==> config.mk <==
export PLATFORM = sky130hd
export DESIGN_NAME = memory
export DESIGN_NICKNAME = d
export VERILOG_FILES = /design/src/rtl/memory_pkg.sv /design/src/rtl/memory.sv
export SDC_FILE = /design/constraint.sdc
export NUM_CORES = 2
export LEC_CHECK = 0
export BUFFER_PORTS_ARGS = -buffer_cell sky130_fd_sc_hd__buf_4
export CAP_MARGIN = 40
export CORE_AREA = 2 2 439 441
export CTS_BUF_LIST = sky130_fd_sc_hd__clkbuf_4 sky130_fd_sc_hd__clkbuf_8 sky130_fd_sc_hd__clkbuf_16
export DETAILED_ROUTE_END_ITERATION = 6
export DIE_AREA = 0 0 441 443
export PLACE_DENSITY = 0.65
export SLEW_MARGIN = 20
export SYNTH_ARGS = -nofsm -noshare
export SYNTH_HDL_FRONTEND = slang
export SYNTH_SLANG_ARGS = --single-unit
==> constraint.sdc <==
create_clock -name clock -period 4.55 [get_ports clock]
set_input_delay 0.91 -clock clock [delete_from_list [all_inputs] [get_ports clock]]
set_output_delay 0.91 -clock clock [all_outputs]
set_load 0.05 [all_outputs]
==> src/rtl/memory_pkg.sv <==
// ============================================================================
// Module   : memory_pkg
// Brief    : Shared constants, types and helpers for the data memory.
// Revision : 1.0 - initial release
// ============================================================================
`default_nettype none

package memory_pkg;

  localparam int DATA_WIDTH_DEFAULT = 32;
  localparam int ADDR_WIDTH_DEFAULT = 8;

  // Byte-offset bits dropped to turn a byte address into a word index.
  localparam int WORD_OFFSET_BITS = 2;

  typedef logic [31:0] word_t;

  // Word index of a default-width byte address; the low offset bits are
  // discarded, so misaligned addresses align down to their containing word.
  function automatic logic [ADDR_WIDTH_DEFAULT-1:0] word_index(
    input logic [ADDR_WIDTH_DEFAULT-1:0] addr
  );
    return addr >> WORD_OFFSET_BITS;
  endfunction

endpackage : memory_pkg

`default_nettype wire

==> src/rtl/memory.sv <==
// ============================================================================
// Module   : memory
// Brief    : Byte-addressed, word-organised data memory (64 x 32 bits by
//            default) with synchronous writes and a one-cycle registered read.
//            Reset clears the read register and every stored word.
// Options  : MEMORY_WRITE_BYPASS_EN - when defined, a read and write to the
//            same word in one cycle returns the new write data (write-first);
//            otherwise the old stored word is returned (read-first).
// Revision : 1.0 - initial release
// ============================================================================
`default_nettype none

module memory
  import memory_pkg::*;
#(
  parameter int DATA_WIDTH = DATA_WIDTH_DEFAULT,
  parameter int ADDR_WIDTH = ADDR_WIDTH_DEFAULT
) (
  input  logic                  clock,
  input  logic                  reset,
  input  logic                  MemRead,
  input  logic                  MemWrite,
  input  logic [ADDR_WIDTH-1:0] Address,
  input  logic [DATA_WIDTH-1:0] MemWriteData,
  output logic [DATA_WIDTH-1:0] ReadData
);

  localparam int IDX_WIDTH = ADDR_WIDTH - WORD_OFFSET_BITS;
  localparam int WORDS     = 2 ** IDX_WIDTH;

  logic [DATA_WIDTH-1:0] mem_array [WORDS];
  logic [IDX_WIDTH-1:0]  word_idx;
  logic [DATA_WIDTH-1:0] read_next;

  // Address[1:0] is ignored: misaligned accesses silently hit the word below.
  assign word_idx = Address[ADDR_WIDTH-1:WORD_OFFSET_BITS];

  // Select what the read register loads: the stored word, or the incoming
  // write data when write-first forwarding is built in and a write is present
  // (the write and the read necessarily target the same word here).
  always_comb begin
    read_next = mem_array[word_idx];
`ifdef MEMORY_WRITE_BYPASS_EN
    if (MemWrite) begin
      read_next = MemWriteData;
    end
`else
    read_next = mem_array[word_idx];
`endif
  end

  // Storage array: reset clears every word and blocks any write that cycle.
  always_ff @(posedge clock) begin
    if (reset) begin
      for (int i = 0; i < WORDS; i++) begin
        mem_array[i] <= '0;
      end
    end else if (MemWrite) begin
      mem_array[word_idx] <= MemWriteData;
    end
  end

  // Read register: loads on a read strobe and otherwise holds its value.
  always_ff @(posedge clock) begin
    if (reset) begin
      ReadData <= '0;
    end else if (MemRead) begin
      ReadData <= read_next;
    end
  end

endmodule : memory

`default_nettype wire

# --- Word-level counts from Yosys, hierarchy flattened ---
# Memories as Yosys holds them, arrays and structs flattened. A register that Yosys moved wholly into a read port is not among the register bits.
# Cells that the tools add are included.
# W data, S select, Z words.
word_totals:
  register_bits: 0
  mem_bits_rw: 2048
  inputBits: 44
  output_inout_bits: 32
  elab_cells: 10
  n_memories: 1
op_classes:
  mux: 8
  n_reduce_logical: 1
memory_table:
  columns: ["memory", "depth", "width", "read_ports", "rd_clocked_by_memory_dff", "wr", "line", "rtl"]
  rows:
  - ["mem_array", 64, 32, 1, 1, 64, "memory.sv:31", "logic [DATA_WIDTH-1:0] mem_array [WORDS];"]
op_table:
  columns: ["cell", "count"]
  rows:
  - ["$mux W32", 1]
  - ["$reduce_or A32 Y1", 1]
  - ["$mux W1", 6]
  - ["$mux W6", 1]

# --- Logic depth before layout (Yosys ltp) ---
depth:
  word_depth: 5
  ltp_mapped: 11
  ltp_nobuf: 6

# --- Worst setup path after synthesis ---
# No wires, ideal clock.
synth_timing:
  path_type: "input-to-reg"
  from: "input port Address[2]"
  to: "memory mem_array[40][0] in the netlist's numbering (enable)"
  arrival_time_ns: 2.507
  required_time_ns: 4.175
  setup_slack_ns: 1.668
  stages: 9
  n_path_buf: 3
  cell_sequence: "buf_2 buf_6 inv_2 buf_4 nand2_1 nor2_1 nand2_1 nor2_1 or2_2"
synth_lines:
  columns: ["element", "line", "rtl"]
  rows:
  - ["from (decl)", "memory.sv:23", "input logic [ADDR_WIDTH-1:0] Address,"]
  - ["to (decl)", "memory.sv:31", null]

==> results.md <==
| Parameter | This run |
|---|---|
| Result of the run | complete, no violations |
| Final core utilization | 0.5626 |
| Sequential share of the synthesized area | 0.6542 |
| Number of instances in the placed design | 9178 |
| Warnings from Yosys | 0 |
| # H-tree levels | 4 |
| Met1 GRT Util | 0.4501 |
| Synth cell types | 74 |
| Peak ir drop on the vdd network | 351.9 uV |
| Post-route clock skew | 68.75 ps |
| Most frequent cells in the layout | sky130_fd_sc_hd__and2_1 (2048), sky130_fd_sc_hd__edfxtp_1 (2048), sky130_fd_sc_hd__buf_4 (380) |
| Die Area | 195400 um2 |
| Number of ports placed on the die boundary | 76 |
| Number of buffers inserted by hold repair at cts | 0 |
| Max-slew violation count | 0 |
| Overall global routing resource usage | 0.3347 |
| # nets final | 6932 |
| Total iterations of the first detailed-routing run | 6 |
| Post-DRT Antenna Nets | 0 |
| Hold violation total from the final report | 0 |
| # Post-CTS Setup Buffers | 0 |
| CP Data Arrival Time | 4460 ps |
| Routed wire per std cell | 34.25 um |
| Resize count post-CTS | 0 |
| Worst slew slack as a fraction of its limit | 0.3658 |
| Data required time of the worst path | 5340 ps |
| Share of synthesized flip-flops with an asynchronous set or reset | 0 |
| Die Y-Extent | 443 um |
| Final weighted congestion of routability-driven global placement | 0.9386 |
| Synthesized instance count | 6902 |
| Clock latency at the later pin of the worst-skew pair | 900 ps |
| Final setup viols | 0 |
| Period Utilization, post-route | 0.8063 |
| Largest net degree at the start of global routing | 97 |
| Number of sinks driven by the clock tree | 2080 |
| Growth of design area from synthesis to finish | 13.23% |
| Number of flops mapped to enable cells by yosys | 2048 |
| Total vias in the final route | 62.06k |
| M2 GR Usage | 0.4959 |
| CTS buffer count | 213 |
| Mean instance size in the synthesized netlist | 13.76 um2 |
| Post-Syn Area | 94980 um2 |
| Initial antenna violation count | 24 |
| First-pass GRT wire length | 459600 um |
| Type of element capturing the critical path | flop |
| Count of state elements after synthesis | 2080 |
| Root Buffer Master | sky130_fd_sc_hd__clkbuf_16 |
| Floorplan row count | 161 |
| # port buffers | 73 |
| Starting density of the core | 0.4968 |
| Critical Setup Path Class | in -> reg |
| Fin crit period | 3669 ps |
| Via/cell ratio | 6.466 |
| Layer with the highest usage after global routing | met2 |
| Maximum frequency from static timing analysis | 272.6 MHz |
| P per Cell Area | 406.0 nW/um2 |
| Horiz. Die Dim | 441 um |
| Via count of the first global-routing pass | 59.33k |
| Leakage Power | 37.85 nW |
| Number of maximum-capacitance violations | 0 |
| Clock tree from TritonCTS | built |
| HP Class | in -> reg |
| Setup repair after global routing missed its margin | no |
| Clock slew seen by the registers of the worst setup and hold paths | 60 ps |
| Drc violations | 0 |
| Main synth FF type | sky130_fd_sc_hd__edfxtp_1 |
| Buffer depth of the longest clock path | 3 |
| DP HPWL | 195400 um |
| Post-synthesis net count | 6946 |
| DRT Wirelength | 328700 um |
| Worst Path Max Fanout | 34 |
| Core box area | 191200 um2 |
| Global-route track usage on met3 | 0.08279 |
| Post-route setup TNS | 0 ps |
| Layout cell share with drive strength beyond 1 | 0.1804 |
| Layout Cells excl Fill | 9598 |
| Count of routing violations after the opening detailed-route iteration | 10.21k |
| GRT overflow | 0 |
| CP startpoint kind | input port |
| Slew of the pin with the lowest slew margin | 951.3 ps |
[power breakdown]
part / leakage (nW) / internal (mW) / switching, mW / total (mW)
sequential: 19.7 / 22.0 / 0.319 / 22.3
combinational: 14.7 / 1.25 / 2.76 / 4.01
clock: 3.43 / 9.75 / 7.59 / 17.3
total: 37.9 / 33.0 / 10.7 / 43.7
[stage by stage]
stage	setup slack, ps	total power [mW]	cell area (um2)	hold slack [ps]
2_1_floorplan	1668	24.57	94980	604.0
3_3_place_gp	295.0	26.43	99590	582.9
3_5_place_dp	280.3	26.57	100200	584.7
4_1_cts	1224	43.54	107100	508.1
5_1_grt	907.2	44.61	107500	439.4
6_report	881.1	43.66	107500	453.3
[critical path, stage by stage]
cell	delay, ps
sky130_fd_sc_hd__buf_8	330
sky130_fd_sc_hd__buf_12	300
sky130_fd_sc_hd__buf_4	370
sky130_fd_sc_hd__nand2b_1	340
sky130_fd_sc_hd__a21oi_1	250
sky130_fd_sc_hd__nor4_1	80
sky130_fd_sc_hd__nor3_1	690
sky130_fd_sc_hd__buf_4	260
sky130_fd_sc_hd__nand4_1	420
sky130_fd_sc_hd__o31a_1	440
[metal layers]
layer / routed length, um / part of all wire / up-vias
li1: - / - / 25390
met2: 146300 / 0.45 / 4310
met3: 40740 / 0.12 / 779
met5: 73 / 0.00022 / -
met4: 21300 / 0.065 / 12
met1: 120200 / 0.37 / 31570
[cells by family after synthesis]
logic type | count (synthesis) | share of synthesized area
AOI/OAI and AO/OA | 1062 | 0.08467
and+or+nand+nor | 2522 | 0.1578
buffers and inverters | 753 | 0.03674
DFF | 2080 | 0.6542
muxes | 485 | 0.06660
[path summary, 6_finish.rpt]
path / slack [ps] / to / startpoint / cells after the start
worst max-delay path: 880 / ReadData[23] / Address[3] / 10
worst min-delay path: 450 / mem_array[17][1] / MemWriteData[1] / 2
worst max register to register: 1650 / ReadData[5] / mem_array[63][5] / 6
worst min register to register: 570 / ReadData[30] / ReadData[30] / 2
[state kept, by name, summed over array words and instances, names as in the netlist]
name       flops
ReadData      32
mem_array   2048
[synthesized netlist by cell type, drive strengths merged (15+ instances only)]
master	count	share of area
a221oi	281	0.026
a311oi	15	0.0014
o2bb2ai	16	0.0015
clkbuf	471	0.019
o221ai	23	0.0021
a221o	36	0.0038
nand2	105	0.0042
a21oi	123	0.0065
o21ai	86	0.0045
o22a	17	0.0016
mux4	94	0.022
a31oi	19	0.0013
a22oi	207	0.016
edfxtp	2048	0.65
a22o	51	0.0047
buf	277	0.018
and2	2051	0.14
nor2	220	0.0090
nand3	29	0.0017
mux2	230	0.027
o22ai	91	0.0060
dfxtp	32	0.0067
mux2i	161	0.017
or2	68	0.0045
[area by class of cell]
cell class                 instances  area [um2]
clock inverter                   111        1008
sequential                      2080       62140
multi-input combinational       4069       29610
clock buffer                     278        5886
inverter                           5       31.28
tap                             2526        3161
fill                           15050       83630
timing repair buffer             519        5682
antenna                           10       25.02
(Power assumes the default switching activity.)
